### src/rtl/id_ex_operand_stage.sv
// ID/EX operand stage: register file, EX/MEM and WB forwarding, load-use
// hazard detection and the pipeline register that feeds the ALU.
module id_ex_operand_stage #(
   parameter  int DATA_W = 32,
   parameter  int NREGS  = 32,
   localparam int AW     = $clog2(NREGS)
) (
   input  logic              clk,
   input  logic              rst_n,
   input  logic              id_valid,
   input  logic [AW-1:0]     id_rs,
   input  logic [AW-1:0]     id_rt,
   input  logic [AW-1:0]     id_rd,
   input  logic              id_uses_rt,
   input  logic [15:0]       id_imm,
   input  logic              id_alu_src,
   input  logic [3:0]        id_op,
   input  logic              id_reg_write,
   input  logic              id_mem_read,
   input  logic              id_mem_write,
   input  logic              flush,
   input  logic              exmem_reg_write,
   input  logic [AW-1:0]     exmem_rd,
   input  logic [DATA_W-1:0] exmem_result,
   input  logic              wb_en,
   input  logic [AW-1:0]     wb_addr,
   input  logic [DATA_W-1:0] wb_data,
   output logic [DATA_W-1:0] Reg1,
   output logic [DATA_W-1:0] Reg2,
   output logic [3:0]        op,
   output logic [DATA_W-1:0] ex_store_data,
   output logic [AW-1:0]     ex_rd,
   output logic              ex_reg_write,
   output logic              ex_mem_read,
   output logic              ex_mem_write,
   output logic              ex_valid,
   output logic              stall
);

   logic [DATA_W-1:0] r_rf [NREGS];
   logic [DATA_W-1:0] w_rs_val;
   logic [DATA_W-1:0] w_rt_val;
   logic [DATA_W-1:0] w_imm32;
   logic              w_hazard;
   logic              w_bubble;

   always_ff @(posedge clk or negedge rst_n) begin
      if (!rst_n) begin
         for (int i = 0; i < NREGS; i++) r_rf[i] <= '0;
      end else if (wb_en && (wb_addr != '0)) begin
         r_rf[wb_addr] <= wb_data;
      end
   end

   // EX/MEM is younger than WB, so it is checked first.
   always_comb begin
      w_rs_val = r_rf[id_rs];
      if (id_rs == '0)
         w_rs_val = '0;
      else if (exmem_reg_write && (exmem_rd == id_rs))
         w_rs_val = exmem_result;
      else if (wb_en && (wb_addr == id_rs))
         w_rs_val = wb_data;
   end

   always_comb begin
      w_rt_val = r_rf[id_rt];
      if (id_rt == '0)
         w_rt_val = '0;
      else if (exmem_reg_write && (exmem_rd == id_rt))
         w_rt_val = exmem_result;
      else if (wb_en && (wb_addr == id_rt))
         w_rt_val = wb_data;
   end

   assign w_imm32  = {{(DATA_W-16){id_imm[15]}}, id_imm};
   assign w_hazard = id_valid && ex_valid && ex_mem_read && (ex_rd != '0) &&
                     ((ex_rd == id_rs) || (id_uses_rt && (ex_rd == id_rt)));
   assign w_bubble = flush || w_hazard;
   assign stall    = w_hazard && !flush;

   // A bubble clears the datapath too, so the ALU produces a fixed 0.
   always_ff @(posedge clk or negedge rst_n) begin
      if (!rst_n) begin
         Reg1          <= '0;
         Reg2          <= '0;
         op            <= '0;
         ex_store_data <= '0;
         ex_rd         <= '0;
         ex_reg_write  <= 1'b0;
         ex_mem_read   <= 1'b0;
         ex_mem_write  <= 1'b0;
         ex_valid      <= 1'b0;
      end else if (w_bubble) begin
         Reg1          <= '0;
         Reg2          <= '0;
         op            <= '0;
         ex_store_data <= '0;
         ex_rd         <= '0;
         ex_reg_write  <= 1'b0;
         ex_mem_read   <= 1'b0;
         ex_mem_write  <= 1'b0;
         ex_valid      <= 1'b0;
      end else begin
         Reg1          <= w_rs_val;
         Reg2          <= id_alu_src ? w_imm32 : w_rt_val;
         op            <= id_op;
         ex_store_data <= w_rt_val;
         ex_rd         <= id_rd;
         ex_reg_write  <= id_valid && id_reg_write;
         ex_mem_read   <= id_valid && id_mem_read;
         ex_mem_write  <= id_valid && id_mem_write;
         ex_valid      <= id_valid;
      end
   end

endmodule

### config.mk
export PLATFORM = sky130hd
export DESIGN_NAME = id_ex_operand_stage
export DESIGN_NICKNAME = d
export VERILOG_FILES = /design/src/rtl/id_ex_operand_stage.sv
export SDC_FILE = /design/constraint.sdc
export NUM_CORES = 2
export LEC_CHECK = 0
export ABC_CLOCK_PERIOD_IN_PS = 1700
export BUFFER_PORTS_ARGS = -buffer_cell sky130_fd_sc_hd__buf_2
export CORE_MARGIN = 8
export CORE_UTILIZATION = 45
export CTS_CLUSTER_SIZE = 28
export DETAILED_ROUTE_END_ITERATION = 12
export PLACE_DENSITY_LB_ADDON = 0.1
export SLEW_MARGIN = 5
export SYNTH_ARGS = -nofsm -noshare
export SYNTH_HDL_FRONTEND = slang
export SYNTH_SLANG_ARGS = --single-unit
### constraint.sdc
create_clock -name clk -period 1.7 [get_ports clk]
set_clock_uncertainty 0.2 [all_clocks]
set_input_delay 0.085 -clock clk [delete_from_list [all_inputs] [get_ports clk]]
set_output_delay 0.085 -clock clk [all_outputs]
set_load 0.03 [all_outputs]
Word level (Yosys, flattened, before mapping):

Index checks and enable logic that the tools add are counted.

* bits in registers: 1133
* bits of input ports: 120
* word-level logic and storage cells: 101

* $lt $le $gt $ge: 4
* eq/ne operators: 6
* muxes and demuxes: 25
* bitwise gates (word level): 3
* reduce and logical (&&, ||, !) cells: 22

Operators by type and width (number)
* $bwmux W1024: 1
* $mux W32: 15
* $bmux W32 S5: 2
* $demux W32 S5: 1
* $eq A5 B5 Y1: 6
* $ge A6 B6 Y1 const B: 3
* $not A5 Y6: 3
* $logic_and A1 B1 Y1: 15
* $logic_not A5 Y1: 2
* $reduce_bool A5 Y1: 2
* $lt A6 B1 Y1 const B: 1
* $mux W5: 1
* $mux W1: 4
* $mux W4: 1
* $logic_or A1 B1 Y1: 2
* $logic_not A1 Y1: 1

Longest topological paths before layout:

* word-level depth: 9
* depth in mapped cells: 11
* depth with buffers taken out: 6

Worst setup path before layout:

Ideal clock, no wire load.

* kind: input port to flip-flop
* from: input port id_rs[0]
* to: register Reg1[15]
* setup time: 0.142 ns
* data arrival time: 1.784 ns
* required time: 1.358 ns
* path slack: -0.426 ns
* cell stages on the path: 8
* cell sequence: buf_2 -> buf_2 -> buf_2 -> mux4_2 -> a22oi_1 -> nand2_1 -> a211oi_1 -> o32ai_1

* longest elaborated chain between the ends: 8
* elaborated cells between the ends (all ways): 17

RTL lines
* start, declared: RTL line 11 `input logic [AW-1:0] id_rs,`
* $not A5 Y6 (implied by the code): RTL line 57 `w_rs_val = r_rf[id_rs];`
* $bmux W32 S5: RTL line 57
* $mux W32 (implied by the code) (2 in series): RTL line 57
* $mux W32: RTL line 62 `else if (wb_en && (wb_addr == id_rs))`
* $mux W32: RTL line 60 `else if (exmem_reg_write && (exmem_rd == id_rs))`
* $mux W32: RTL line 58 `if (id_rs == '0)`
* $mux W32 (*): RTL line 94 `end else if (w_bubble) begin`
* end signal, assigned: RTL line 105 `Reg1 <= w_rs_val;`
* end, declared: RTL line 28 `output logic [DATA_W-1:0] Reg1,`

Every way passes the cells marked *; elsewhere a longest branch is shown, timed or not. The select of a mux whose other input is x is not followed.
A chain may end at the register's enable or synchronous reset.

Worst setup path after layout:

* from: register ex_rd[0]
* to: output port stall

* longest elaborated chain between the ends: 5
* elaborated cells between the ends (all ways): 8

RTL lines
* start, declared: RTL line 32 `output logic [AW-1:0] ex_rd,`
* start signal, assigned: RTL line 109 `ex_rd <= id_rd;`
* $eq A5 B5 Y1: RTL line 78 `((ex_rd == id_rs) || (id_uses_rt && (ex_rd == id_rt)));`
* $logic_and A1 B1 Y1: RTL line 78
* $logic_or A1 B1 Y1: RTL line 78
* $logic_and A1 B1 Y1 (*): RTL line 77 `assign w_hazard = id_valid && ex_valid && ex_mem_read && (ex_rd != '0) &&`
* $logic_and A1 B1 Y1 (*): RTL line 80 `assign stall = w_hazard && !flush;`
* end, declared: RTL line 37 `output logic stall`

Every way passes the cells marked *; elsewhere a longest branch is shown, timed or not.

==> results.yml <==
global_route:
  antenna_found_initial: 9
  grt_util_met3_pct: 6.78
  grt_pass1_wl_um: 331000
  grt_pass1_vias: 45900
  top_usage_layer: "met2"
  grt_usage_pct: 31.8
  grt_max_degree: 80
  grt.overflow.total: 0
  use_met1_pct: 45.1
  globalRouteMet2Util_pct: 47.8
critical_path:
  cp-start-kind: "register"
  crit_path_start: "ex_rd[0]"
  reg2reg_depth: 12
  end_kind: "output port"
  worstPathArrival_ns: 2.27
  crit_end: "stall"
  cp.required_ns: 1.41
  crit_path_max_fanout: 2
  max_stage_delay_ns: 0.49
  cpMostUsedCell: "buf_6"
  path_class: "register to output port"
  r2r_end: "ex_store_data[29]"
  path_cells: "buf_6 > buf_4 > buf_4 > nor3_4 > a21oi_4 > nand2_4 > buf_6 > nor2_4 > buf_6"
  r2r_start: "ex_rd[0]"
  rrSetupSlack_ns: -0.81
  slowest_stage: "dfrtp_2"
yosys:
  avgSynthCellArea_um2: 14.0
  synthTopCellsByArea: "dfrtp_1 48%, mux2_2 19%, mux4_2 15%, mux2i_1 4.0%, a22oi_1 2.3%"
  ys_top_cells_by_count: "1,133 x dfrtp_1, 977 x mux2_2, 395 x mux4_2, 258 x clkbuf_1, 234 x mux2i_1"
  ys.flop_type: "dfrtp_1"
  synth_cell_types: 56
  yosysWarnings: 0
  netlist_area_mm2: 0.0590
  ys_seq_area_share_pct: 48.0
  ys_ff_latch: 1133
  synth_edf_count: 0
  synth_top_cell_by_area: "dfrtp_1"
  synth_top_area_share_pct: 48.0
  async_flop_share_pct: 100
  syn_nets: 4345
  synth_cells: 4225
  synth_most_common_cell: "dfrtp_1"
clock_tree:
  numCtsBuffers: 133
  cts_sinks: 1133
  clkTransAtPathRegs_ns: 0.06
  cts_tree: "yes"
  clk-insertion-delay-late_ns: 0.78
  clockBufferDepth: 3
  root_buffer: "clkbuf_16"
  cts_hold_buf: 157
  htreeDepth: 4
detailed_routing:
  routed_wl_um: 229000
  drtIter0Drc: 4538
  vias: 44700
  first_pass_iters: 5
  ant_nets: 0
  viasPerCell: 6.31
  routedWlPerCell_um: 32.3
  drc: 0
layout:
  area_delta_synth_final_pct: 31.8
  layout-drive-gt1-share_pct: 56.4
  finalNonFillerCells: 7089
  stdcell_area_mm2: 0.0778
  num-nets-final: 5344
placed_design:
  placed_cell_area_mm2: 0.0700
  hpwl_um: 154000
  place_congestion: 0.889
  placed_cells: 6657
  port_buffers: 229
floorplan:
  dieArea_mm2: 0.143
  core.rowCount: 133
  initial_utilization_pct: 45.1
  fp.coreArea_mm2: 0.131
  die_w_um: 378
  fp.dieH_um: 378
  io_pins: 230
worst_hold_path:
  hp-class: "input pin to register"
pwr:
  p_leak_nw: 35.1
  vdd_ir_drop_max_v: 0.000810
  power_w: 0.0856
  power_density_mw_per_mm2: 1100
timing:
  timing.hold.ws_ns: -0.0350
  max_freq_ghz: 0.392
  rsz0062_at_grt: "yes"
  fin_ws_ns: -0.853
  worst_slew_pin_slew_ns: 1.37
  finalCriticalPeriod_ns: 2.55
  final-setup-viol-count: 116
  fin_tns_setup_ns: -79.99
  post-route-period-util_pct: 150
  hold_viol_final: 1
  drv_slew: 0
  maxSlewHeadroom_pct: 8.61
run:
  maxCapViolCount: 0
status:
  failed_checks: "negative hold slack, negative setup slack"
  outcome: "complete, but fails checks"
-- cells by family (layout without fill, tap and decap cells) --
| logic type | count (synthesis) | count (layout) | share of synthesized area [%] |
|---|---|---|---|
| AND/OR/NAND/NOR | 395 | 395 | 3.32 |
| AO/OA/AOI/OAI | 539 | 539 | 6.40 |
| other | 0 | 4 | 0 |
| flip-flops | 1133 | 1133 | 48.0 |
| buffers and inverters | 507 | 1612 | 3.86 |
| XOR/XNOR | 30 | 30 | 0.445 |
| multiplexers | 1621 | 1621 | 38.0 |
-- repair_timing --
action | in CTS | in global routing
pin swaps | 50 | 17
gates cloned | 7 | 0
endpoints found under the setup margin | 130 | 118
gates resized for setup | 223 | 50
buffers inserted | 25 | 9
endpoints found under the hold margin | 2234 | 1
-- flip-flops by register name (all words and copies together) (netlist names) --
register and count:
ex_mem_write 1, ex_valid 1, r_rf 1024, Reg1 32, op 4, Reg2 32, ex_rd 5, ex_store_data 32
ex_mem_read 1, ex_reg_write 1
-- through the flow --
stage               setup WS [ns]  util [%]
floorplan                  -0.260         -
global placement            -1.22      53.5
detailed placement          -1.22      53.5
CTS                        -0.901      59.3
global route               -0.977      59.5
finish                     -0.853      59.5
-- final cells by class --
type	instances	area (um2)
antenna	4	10.0
inverter	34	128
clock buffer	196	3930
multi-input combinational	2585	30000
sequential	1133	28400
timing repair buffer	1337	12600
fill	10300	53000
clock inverter	45	517
tap	1755	2200
-- where the power goes --
group	internal [W]	switching, W	leakage, nW	total [W]
registers	0.0319	0.00333	14.6	0.0352
logic	0.0119	0.00903	18.3	0.0210
clock network	0.0174	0.0120	2.20	0.0295
total	0.0612	0.0244	35.1	0.0856
-- worst min-delay path by stage --
stage	startpoint	endpoint	slack, ns	depth (start not counted)
floorplan	rst_n	Reg1[0]	-0.41	0
CTS	exmem_rd[0]	ex_store_data[27]	-0.09	7
finish	exmem_rd[0]	ex_store_data[27]	-0.04	7
global placement	rst_n	r_rf[670]	-0.20	1
global route	exmem_rd[0]	ex_store_data[27]	-0.005	7
detailed placement	rst_n	r_rf[670]	-0.20	1
-- critical path, delay by kind of cell, from the launching register on --
| kind | cells | cell delay, ns |
|---|---|---|
| compound gates | 1 | 0.10 |
| simple gates | 3 | 0.27 |
| flops | 1 | 0.49 |
| buf+inv | 5 | 0.64 |
-- cell usage in the layout (no fill, tap or decap), types with 140 or more instances in the layout --
cell type | netlist | routed
mux2_2 | 977 | 977
mux2i_1 | 234 | 234
clkbuf_16 | 0 | 140
dfrtp_1 | 1133 | 1126
buf_12 | 0 | 188
buf_2 | 116 | 201
a22oi_1 | 181 | 154
dlygate4sd3_1 | 0 | 156
mux4_2 | 395 | 395
buf_4 | 36 | 739
-- layer usage --
metal | routed length (um) | vias up | part of all wire [%]
met1 | 97100 | 23800 | 42
li1 | - | 18300 | -
met4 | 9680 | 4 | 4.2
met3 | 19300 | 499 | 8.4
met5 | 24 | - | 0.010
met2 | 103000 | 2124 | 45
Power figures use the tool's default switching activity.
